**config.mk**
```make
export PLATFORM = sky130hd
export DESIGN_NAME = seg_to_ascii_flat
export DESIGN_NICKNAME = d
export VERILOG_FILES = /design/src/rtl/seg_pkg.sv /design/src/rtl/seg_to_ascii_if.sv /design/src/rtl/seg_fifo.sv /design/src/rtl/seg_to_ascii.sv /design/src/flat_wrapper.sv
export SDC_FILE = /design/constraint.sdc
export NUM_CORES = 1
export LEC_CHECK = 0
export CORE_MARGIN = 3
export CORE_UTILIZATION = 41
export CTS_BUF_LIST = sky130_fd_sc_hd__clkbuf_4
export DETAILED_ROUTE_END_ITERATION = 16
export GPL_TIMING_DRIVEN = 0
export PLACE_DENSITY_LB_ADDON = 0.2
export SYNTH_ARGS = -nofsm -noshare
export SYNTH_HDL_FRONTEND = slang
export SYNTH_SLANG_ARGS = --single-unit
```
**constraint.sdc**
```tcl
create_clock -name clk -period 5.6 [get_ports clk]
set_input_delay 1.68 -clock clk [delete_from_list [all_inputs] [get_ports clk]]
set_output_delay 1.68 -clock clk [all_outputs]
set_load 0.05 [all_outputs]
```
**src/rtl/seg_pkg.sv**
```systemverilog
// Shared constants and entry type for the segment-to-ASCII decoder.
// Segment codes are active-low, with bits a..g ordered from MSB to LSB.
package seg_pkg;

    localparam logic [6:0] SEG_0     = 7'b0000001;
    localparam logic [6:0] SEG_1     = 7'b1001111;
    localparam logic [6:0] SEG_2     = 7'b0010010;
    localparam logic [6:0] SEG_3     = 7'b0000110;
    localparam logic [6:0] SEG_4     = 7'b1001100;
    localparam logic [6:0] SEG_5     = 7'b0100100;
    localparam logic [6:0] SEG_6     = 7'b0100000;
    localparam logic [6:0] SEG_7     = 7'b0001111;
    localparam logic [6:0] SEG_8     = 7'b0000000;
    localparam logic [6:0] SEG_9     = 7'b0000100;
    localparam logic [6:0] SEG_A     = 7'b0001000;
    localparam logic [6:0] SEG_B     = 7'b1100000;
    localparam logic [6:0] SEG_C     = 7'b1110010;
    localparam logic [6:0] SEG_D     = 7'b1000010;
    localparam logic [6:0] SEG_E     = 7'b0110000;
    localparam logic [6:0] SEG_F     = 7'b0111000;
    localparam logic [6:0] SEG_BLANK = 7'b1111111;

    localparam logic [7:0] ASCII_SPACE = 8'h20;
    localparam logic [7:0] ASCII_QMARK = 8'h3F;

    typedef struct packed {
        logic [7:0] chr;
        logic       dp;
    } seg_entry_t;

    localparam int ENTRY_W = $bits(seg_entry_t);

endpackage

```
**src/rtl/seg_to_ascii_if.sv**
```systemverilog
// Handshake bundle for seg_to_ascii: a pattern input port and a character output port.
// The master side is the producer/consumer environment; the slave side is the decoder.
interface seg_to_ascii_if;
    import seg_pkg::*;

    logic       in_valid;
    logic       in_ready;
    logic [7:0] in_seg;
    logic       out_valid;
    logic       out_ready;
    logic [7:0] out_char;
    logic       out_dp;

    modport master (
        output in_valid, in_seg, out_ready,
        input  in_ready, out_valid, out_char, out_dp
    );

    modport slave (
        input  in_valid, in_seg, out_ready,
        output in_ready, out_valid, out_char, out_dp
    );

endinterface

```
**src/rtl/seg_fifo.sv**
```systemverilog
// Generic show-ahead synchronous FIFO. The head entry is visible on rdata whenever the FIFO is not empty.
// Pointers carry one extra wrap bit so that full and empty can be told apart.
module seg_fifo #(
    parameter int WIDTH = 9,
    parameter int DEPTH = 4
) (
    input  logic             clk,
    input  logic             rst,
    input  logic             push,
    input  logic [WIDTH-1:0] wdata,
    input  logic             pop,
    output logic [WIDTH-1:0] rdata,
    output logic             full,
    output logic             empty
);

    localparam int AW = (DEPTH > 1) ? $clog2(DEPTH) : 1;

    logic [WIDTH-1:0] mem [DEPTH];
    logic [AW:0]      wr_ptr;
    logic [AW:0]      rd_ptr;
    logic             do_push;
    logic             do_pop;

    assign empty   = (wr_ptr == rd_ptr);
    assign full    = (wr_ptr[AW] != rd_ptr[AW]) && (wr_ptr[AW-1:0] == rd_ptr[AW-1:0]);
    assign do_push = push && !full;
    assign do_pop  = pop && !empty;
    assign rdata   = mem[rd_ptr[AW-1:0]];

    always_ff @(posedge clk) begin
        if (rst) begin
            wr_ptr <= '0;
            rd_ptr <= '0;
        end else begin
            if (do_push) wr_ptr <= wr_ptr + (AW+1)'(1);
            if (do_pop)  rd_ptr <= rd_ptr + (AW+1)'(1);
        end
    end

    // Storage is left unreset; the pointers alone decide what is valid.
    always_ff @(posedge clk) begin
        if (do_push) mem[wr_ptr[AW-1:0]] <= wdata;
    end

endmodule

```
**src/rtl/seg_to_ascii.sv**
```systemverilog
// Decodes active-low 7-segment patterns to ASCII and queues them in a show-ahead FIFO.
// Define SEG_DROP_INVALID_EN to discard unrecognised patterns instead of queueing them as '?'.
module seg_to_ascii
    import seg_pkg::*;
#(
    parameter int DEPTH = 4,
    parameter int ERR_W = 8
) (
    input  logic             clk,
    input  logic             rst,
    seg_to_ascii_if.slave    bus,
    output logic             err_pulse,
    output logic [ERR_W-1:0] err_cnt
);

    logic       dec_ok;
    logic [7:0] dec_char;
    logic       accept;
    logic       push;
    logic       pop;
    logic       full;
    logic       empty;
    seg_entry_t entry_in;
    seg_entry_t head;

    function automatic logic [ERR_W-1:0] sat_inc(input logic [ERR_W-1:0] v);
        return (&v) ? v : v + ERR_W'(1);
    endfunction

    // The decimal point does not take part in matching.
    always_comb begin
        dec_ok   = 1'b1;
        dec_char = ASCII_QMARK;
        case (bus.in_seg[7:1])
            SEG_0:     dec_char = 8'h30;
            SEG_1:     dec_char = 8'h31;
            SEG_2:     dec_char = 8'h32;
            SEG_3:     dec_char = 8'h33;
            SEG_4:     dec_char = 8'h34;
            SEG_5:     dec_char = 8'h35;
            SEG_6:     dec_char = 8'h36;
            SEG_7:     dec_char = 8'h37;
            SEG_8:     dec_char = 8'h38;
            SEG_9:     dec_char = 8'h39;
            SEG_A:     dec_char = 8'h41;
            SEG_B:     dec_char = 8'h42;
            SEG_C:     dec_char = 8'h43;
            SEG_D:     dec_char = 8'h44;
            SEG_E:     dec_char = 8'h45;
            SEG_F:     dec_char = 8'h46;
            SEG_BLANK: dec_char = ASCII_SPACE;
            default: begin
                dec_ok   = 1'b0;
                dec_char = ASCII_QMARK;
            end
        endcase
    end

    assign accept       = bus.in_valid && bus.in_ready;
    assign entry_in.chr = dec_char;
    assign entry_in.dp  = !bus.in_seg[0];

`ifdef SEG_DROP_INVALID_EN
    assign push = accept && dec_ok;
`else
    assign push = accept;
`endif

    assign pop = !empty && bus.out_ready;

    seg_fifo #(
        .WIDTH (ENTRY_W),
        .DEPTH (DEPTH)
    ) u_fifo (
        .clk   (clk),
        .rst   (rst),
        .push  (push),
        .wdata (entry_in),
        .pop   (pop),
        .rdata (head),
        .full  (full),
        .empty (empty)
    );

    // A pop never frees a slot for a push in the same cycle.
    assign bus.in_ready  = !full;
    assign bus.out_valid = !empty;
    assign bus.out_char  = empty ? 8'h00 : head.chr;
    assign bus.out_dp    = !empty && head.dp;

    always_ff @(posedge clk) begin
        if (rst) begin
            err_pulse <= 1'b0;
            err_cnt   <= '0;
        end else begin
            err_pulse <= accept && !dec_ok;
            if (accept && !dec_ok) err_cnt <= sat_inc(err_cnt);
        end
    end

endmodule

```
**src/flat_wrapper.sv**
```systemverilog
// flat-port wrapper written by rule: the top's interface ports become plain ports
module seg_to_ascii_flat import seg_pkg::*;
#(
    parameter int DEPTH = 4,
    parameter int ERR_W = 8
)
  (clk, rst, err_pulse, err_cnt, bus_in_valid, bus_in_seg, bus_out_ready, bus_in_ready, bus_out_valid, bus_out_char, bus_out_dp);
  seg_to_ascii_if bus_i ();
  input  logic clk;
  input  logic rst;
  output logic err_pulse;
  output logic [ERR_W-1:0] err_cnt;
  input wire logic [$bits(bus_i.in_valid)-1:0] bus_in_valid;
  input wire logic [$bits(bus_i.in_seg)-1:0] bus_in_seg;
  input wire logic [$bits(bus_i.out_ready)-1:0] bus_out_ready;
  output wire logic [$bits(bus_i.in_ready)-1:0] bus_in_ready;
  output wire logic [$bits(bus_i.out_valid)-1:0] bus_out_valid;
  output wire logic [$bits(bus_i.out_char)-1:0] bus_out_char;
  output wire logic [$bits(bus_i.out_dp)-1:0] bus_out_dp;
  assign bus_i.in_valid = bus_in_valid;
  assign bus_i.in_seg = bus_in_seg;
  assign bus_i.out_ready = bus_out_ready;
  assign bus_in_ready = bus_i.in_ready;
  assign bus_out_valid = bus_i.out_valid;
  assign bus_out_char = bus_i.out_char;
  assign bus_out_dp = bus_i.out_dp;
  seg_to_ascii #(.DEPTH(DEPTH), .ERR_W(ERR_W)) u_core (.clk(clk), .rst(rst), .bus(bus_i), .err_pulse(err_pulse), .err_cnt(err_cnt));
endmodule
```
# Word-level counts from Yosys, hierarchy flattened
# Memory sizes are Yosys's and may differ from the RTL's. A register that Yosys moved wholly into a read port is not among the register bits.
# Cells that the tools add are included.
# Widths: inputs -> output; s select.
# op_classes
n_addsub,3
n_mul,0
div_mod_pow,0
n_lt_le_gt_ge,0
eq_ne,19
shift,0
n_mux,7
n_bitwise,1
reduce_logical,15
# op_table
operator,count
$pmux 7 s17,1
$eq 7x7->1 const B,6
$eq 7x6->1 const B,4
$reduce_or 17->1,1
$eq 7x3->1 const B,2
$eq 7x4->1 const B,2
$add 8x1->8 const B,1
$mux 8,1
$reduce_and 8->1,1
$eq 7x1->1 const B,1
$eq 7x5->1 const B,1
$logic_and 1x1->1,7
$logic_not 7->1,1
$add 3x1->3 const B,2
$logic_not 1->1,4
$mux 2,2
$eq 3x3->1,1
$mux 1,3
$eq 2x2->1,1
$reduce_and 2->1,1
$ne 1x1->1,1
$not 1->1,1
# totals
regBits,15
latch_bits,0
mem_bits_rw,32
mem_bits_ro,0
input_bits,12
out_inout_bits,20
word_cells,50
memories,1
# mem_list
name,words,word_bits,read_ports,rd_ports_with_merged_regs,write_ports,line,source
u_core.u_fifo.mem,4,8,1,1,1,seg_fifo.sv:19,logic [WIDTH-1:0] mem [DEPTH];

# Logic depth before layout (Yosys ltp)
# logic_depth
ltp_word,7
depth_mapped,9
depth_no_buf,6

# By module
# Synthesis repeated with hierarchy kept, for this count alone.
# hier_totals
hier_cells,253
hier_area_um2,2845.2
# by_module_without_submodules
mod,instances,cells_per_inst,area_per_inst_um2,seq_area_each_um2
seg_fifo,1,115,1874.3,1241.2
seg_to_ascii,1,138,970.9,180.2

# Least setup slack after synthesis
# No wires, ideal clock.
# synth_timing
path_kind,in2reg
startpoint,input bus_in_seg[6]
endpoint,register u_core.err_cnt[7]
setup_time_ns,0.123
arrival_ns,3.541
required_time_ns,5.477
slack_ns,1.936
cell_stages,8
n_path_buf,2
path_cell_list,buf_6 -> and2_4 -> o21ai_2 -> a311oi_2 -> or4_4 -> buf_6 -> nor4_2 -> mux2_1
# synth_via
elab_chain_len,6
elab_cells_between_ends,22
cone_classes,16 x eq/ne; 1 x mux; 5 x reduce/logical
# synth_lines
item,line,source
from (decl),flat_wrapper.sv:14,input wire logic [$bits(bus_i.in_seg)-1:0] bus_in_seg;
"$eq 7x1->1, or another cell as far along",seg_to_ascii.sv:34,case (bus.in_seg[7:1])
$reduce_or 17->1 (no source line) (*),--,
$mux 1 (*),seg_to_ascii.sv:34,
$logic_not 1->1 (*),seg_to_ascii.sv:97,if (accept && !dec_ok) err_cnt <= sat_inc(err_cnt);
$logic_and 1x1->1 (*),seg_to_ascii.sv:97,
$reduce_and 2->1 (no source line) (*),--,
to (signal assigned),seg_to_ascii.sv:97,
to (decl),seg_to_ascii.sv:13,output logic [ERR_W-1:0] err_cnt
# Mark *: on every way between the ends. The rest lies on a longest branch, timed or not.
# A chain may end at the register's enable or synchronous reset.

==> flow_metrics.env <==
export IMPL_grt_max_degree=17
export IMPL_die_h_um=84.6
export IMPL_drtAntennaViolNets=0
export IMPL_synthesis_nets=240
export IMPL_grt_total_usage_pct=13.8
export IMPL_drv_cap=0
export IMPL_layout_setup_ws_ns=1.29
export IMPL_wl_met2_um=2200
export IMPL_h_tree_depth=2
export IMPL_finalPower_uw=942
export IMPL_timing_rr_end="u_core.err_cnt[4]"
export IMPL_synth_cell_area_um2=2530
export IMPL_firstDrtPassIters=4
export IMPL_yosysUniqueCellTypes=49
export IMPL_path_clk_slew_ns=0.15
export IMPL_met3WireLength_um=175
export IMPL_drc=0
export IMPL_antenna_found_initial=0
export IMPL_whs_endpoint="u_core.err_cnt[1]"
export IMPL_rsz0062_at_grt="no"
export IMPL_fin_util_pct=52.2
export IMPL_layout_min_cycle_time_ns=4.31
export IMPL_slowest_stage="clkdlybuf4s50_1"
export IMPL_cts_made_buffers=5
export IMPL_final_area_um2=3000
export IMPL_p_per_area_nw_per_um2=314
export IMPL_drv_slew=0
export IMPL_skew_ns=0.0142
export IMPL_dp_slack_ns=1.31
export IMPL_ys_async_sr_fraction_pct=0
export IMPL_cts_resized=0
export IMPL_syn_to_final_growth_pct=18.3
export IMPL_fp_row_count=27
export IMPL_top_layer_used="met4"
export IMPL_synth_ff_type="edfxtp_1"
export IMPL_post_cts_buffers=0
export IMPL_cts_buffer_depth=2
export IMPL_fin_tns_setup_ns=0
export IMPL_whs_ns=0.523
export IMPL_num_vias=1746
export IMPL_io_buffers=29
export IMPL_crit_path_max_incr_delay_ns=0.69
export IMPL_synth_edff_count=32
export IMPL_io_pins=32
export IMPL_placed_area_um2=2910
export IMPL_crit_path_start_kind="flop"
export IMPL_critPathKind="reg -> out"
export IMPL_reg2regPathDepth=6
export IMPL_timing_rr_start="u_core.u_fifo.wr_ptr[0]"
export IMPL_outcome="finished clean"
export IMPL_cts_hold_buf=0
export IMPL_insertion_delay_ns=0.36
export IMPL_drt_wl_total_um=4600
export IMPL_met1Wirelength_um=2180
export IMPL_diodes=0
export IMPL_timing_slew_headroom_pct=55.8
export IMPL_ys_seq_area_share_pct=51.4
export IMPL_syn_inst=222
export IMPL_fin_nets=276
export IMPL_worst_slew_pin_slew_ns=0.655
export IMPL_crit_chain="clkbuf_1 -> mux4_2 -> and2_1 -> clkdlybuf4s50_1"
export IMPL_stdcell_count=331
export IMPL_grt_pass1_wl_um=8030
export IMPL_post_drt_wl_per_cell_um=13.9
export IMPL_leakage_nw=1.02
export IMPL_finalHoldViolCount=0
export IMPL_synth_seq_cells=49
export IMPL_grt_pass1_vias=1679
export IMPL_required_ns=3.92
export IMPL_ff2ff_setup_slack_ns=3.21
export IMPL_arrival_ns=2.63
export IMPL_drive_above_1_share_pct=11.6
export IMPL_irDropWorstVdd_mv=0.167
export IMPL_ctsRootBufferMaster="clkbuf_4"
export IMPL_fmax_ghz=0.232
export IMPL_initial_utilization_pct=44.1
export IMPL_hp_start="u_core.err_cnt[1]"
export IMPL_hpwl_um=3310
export IMPL_cts_tree="done"
export IMPL_ys_warn_count=0
export IMPL_dieArea_um2=7160
export IMPL_critPathCaptureType="primary output"
export IMPL_synth_area_per_cell_um2=11.4
export IMPL_cp_max_fo=8
export IMPL_gp_congestion=0.769
export IMPL_drt_iter0_drc=58
export IMPL_fp_dieW_um=84.6
export IMPL_vias_per_cell=5.27
export IMPL_placeableCoreArea_um2=5740
export IMPL_placedCellCount=323
export IMPL_setup_viol=0
export IMPL_grt_ovfl_total=0
export IMPL_finalCritPeriodShare_pct=77.0
export IMPL_worstHoldPathCells=2
export IMPL_cts_num_sinks=49
export IMPL_hold_class="reg -> reg"
==> how the worst max path moves through the flow <==
stage / from / endpoint / depth (start not counted)
after floorplan: bus_in_seg[6] / u_core.err_cnt[7] / 8
after global routing: flop / bus_out_dp / 4
after detailed placement: bus_in_seg[5] / u_core.err_cnt[6] / 9
final: flop / bus_out_dp / 4
after CTS: flop / bus_out_dp / 4
after global placement: bus_in_seg[5] / u_core.err_cnt[6] / 9
==> cell families (layout without fill, tap and decap cells) <==
logic type               Yosys count  count (layout)  synth area share [%]
XOR/XNOR                           8               8                  2.77
multiplexers                      17              17                  10.9
AO/OA/AOI/OAI                     25              25                  7.02
flip-flops                        49              49                  51.4
AND/OR/NAND/NOR                   95              95                  20.5
buffers and inverters             21              58                  4.35
other                              1               1                 0.148
adder cells (fa/ha/maj)            6               6                  2.96
==> synthesized netlist by cell type (6+ instances only) <==
| cell type | n | area share, % |
|---|---|---|
| and2_1 | 12 | 3.0 |
| clkbuf_1 | 6 | 0.89 |
| nor2_1 | 28 | 4.2 |
| inv_1 | 6 | 0.89 |
| nand3_1 | 9 | 1.8 |
| dfxtp_1 | 17 | 13 |
| nand2_1 | 10 | 1.5 |
| edfxtp_1 | 32 | 38 |
| nor2b_1 | 7 | 1.7 |
| ha_1 | 6 | 3.0 |
| mux4_2 | 8 | 7.1 |
==> report_power, final <==
| part | switching (mW) | internal [mW] |
|---|---|---|
| Clock | 0.110 | 0.0946 |
| Sequential | 0.00980 | 0.405 |
| Combinational | 0.201 | 0.121 |
| Total | 0.321 | 0.621 |
==> worst max-delay path, delay by kind of cell, from the launching register on <==
kind | cells | cell delay (ns)
buf+inv | 2 | 1.19
flops | 1 | 0.33
simple gates | 1 | 0.17
mux | 1 | 0.59
==> per-layer routing <==
layer,track usage [%],vias to the layer above
met5,0,-
met4,4.89,0
met3,3.14,4
met2,21.6,36
met1,18.6,822
li1,-,884
==> registers in the layout (all words and copies together) (netlist names), named ones only <==
register              count
u_core.err_pulse          1
u_core.u_fifo.wr_ptr      3
u_core.u_fifo.rd_ptr      3
u_core.u_fifo.mem        32
u_core.err_cnt            8
==> cell usage in the layout, fill, tap and decap left out, types with 2 or more instances in the layout <==
cell	n
nor2_1	28
nor3b_1	3
clkbuf_1	6
buf_2	4
a41oi_1	2
inv_1	6
nor2b_1	7
o21ai_0	4
buf_6	3
ha_1	6
nor4_2	2
or4_1	3
clkdlybuf4s50_1	29
nand2_1	10
xnor2_1	3
nand4_1	5
edfxtp_1	32
dfxtp_1	17
a21oi_1	5
mux4_2	8
mux2i_1	4
mux2_1	5
o31ai_1	2
clkbuf_4	5
xor2_1	5
a31oi_1	2
nand3_1	9
nor3_1	4
and2_1	12
nand2b_1	4
==> area by class of cell <==
class / count / area [um^2]
buffer: 15 / 87.6
sequential: 49 / 1300
fill: 543 / 2750
inverter: 6 / 22.5
tap: 72 / 90.1
multi-input combinational: 152 / 1120
clock inverter: 3 / 46.3
clock buffer: 5 / 37.5
timing repair buffer: 29 / 290
No activity file was read; power rests on OpenSTA's default activity.
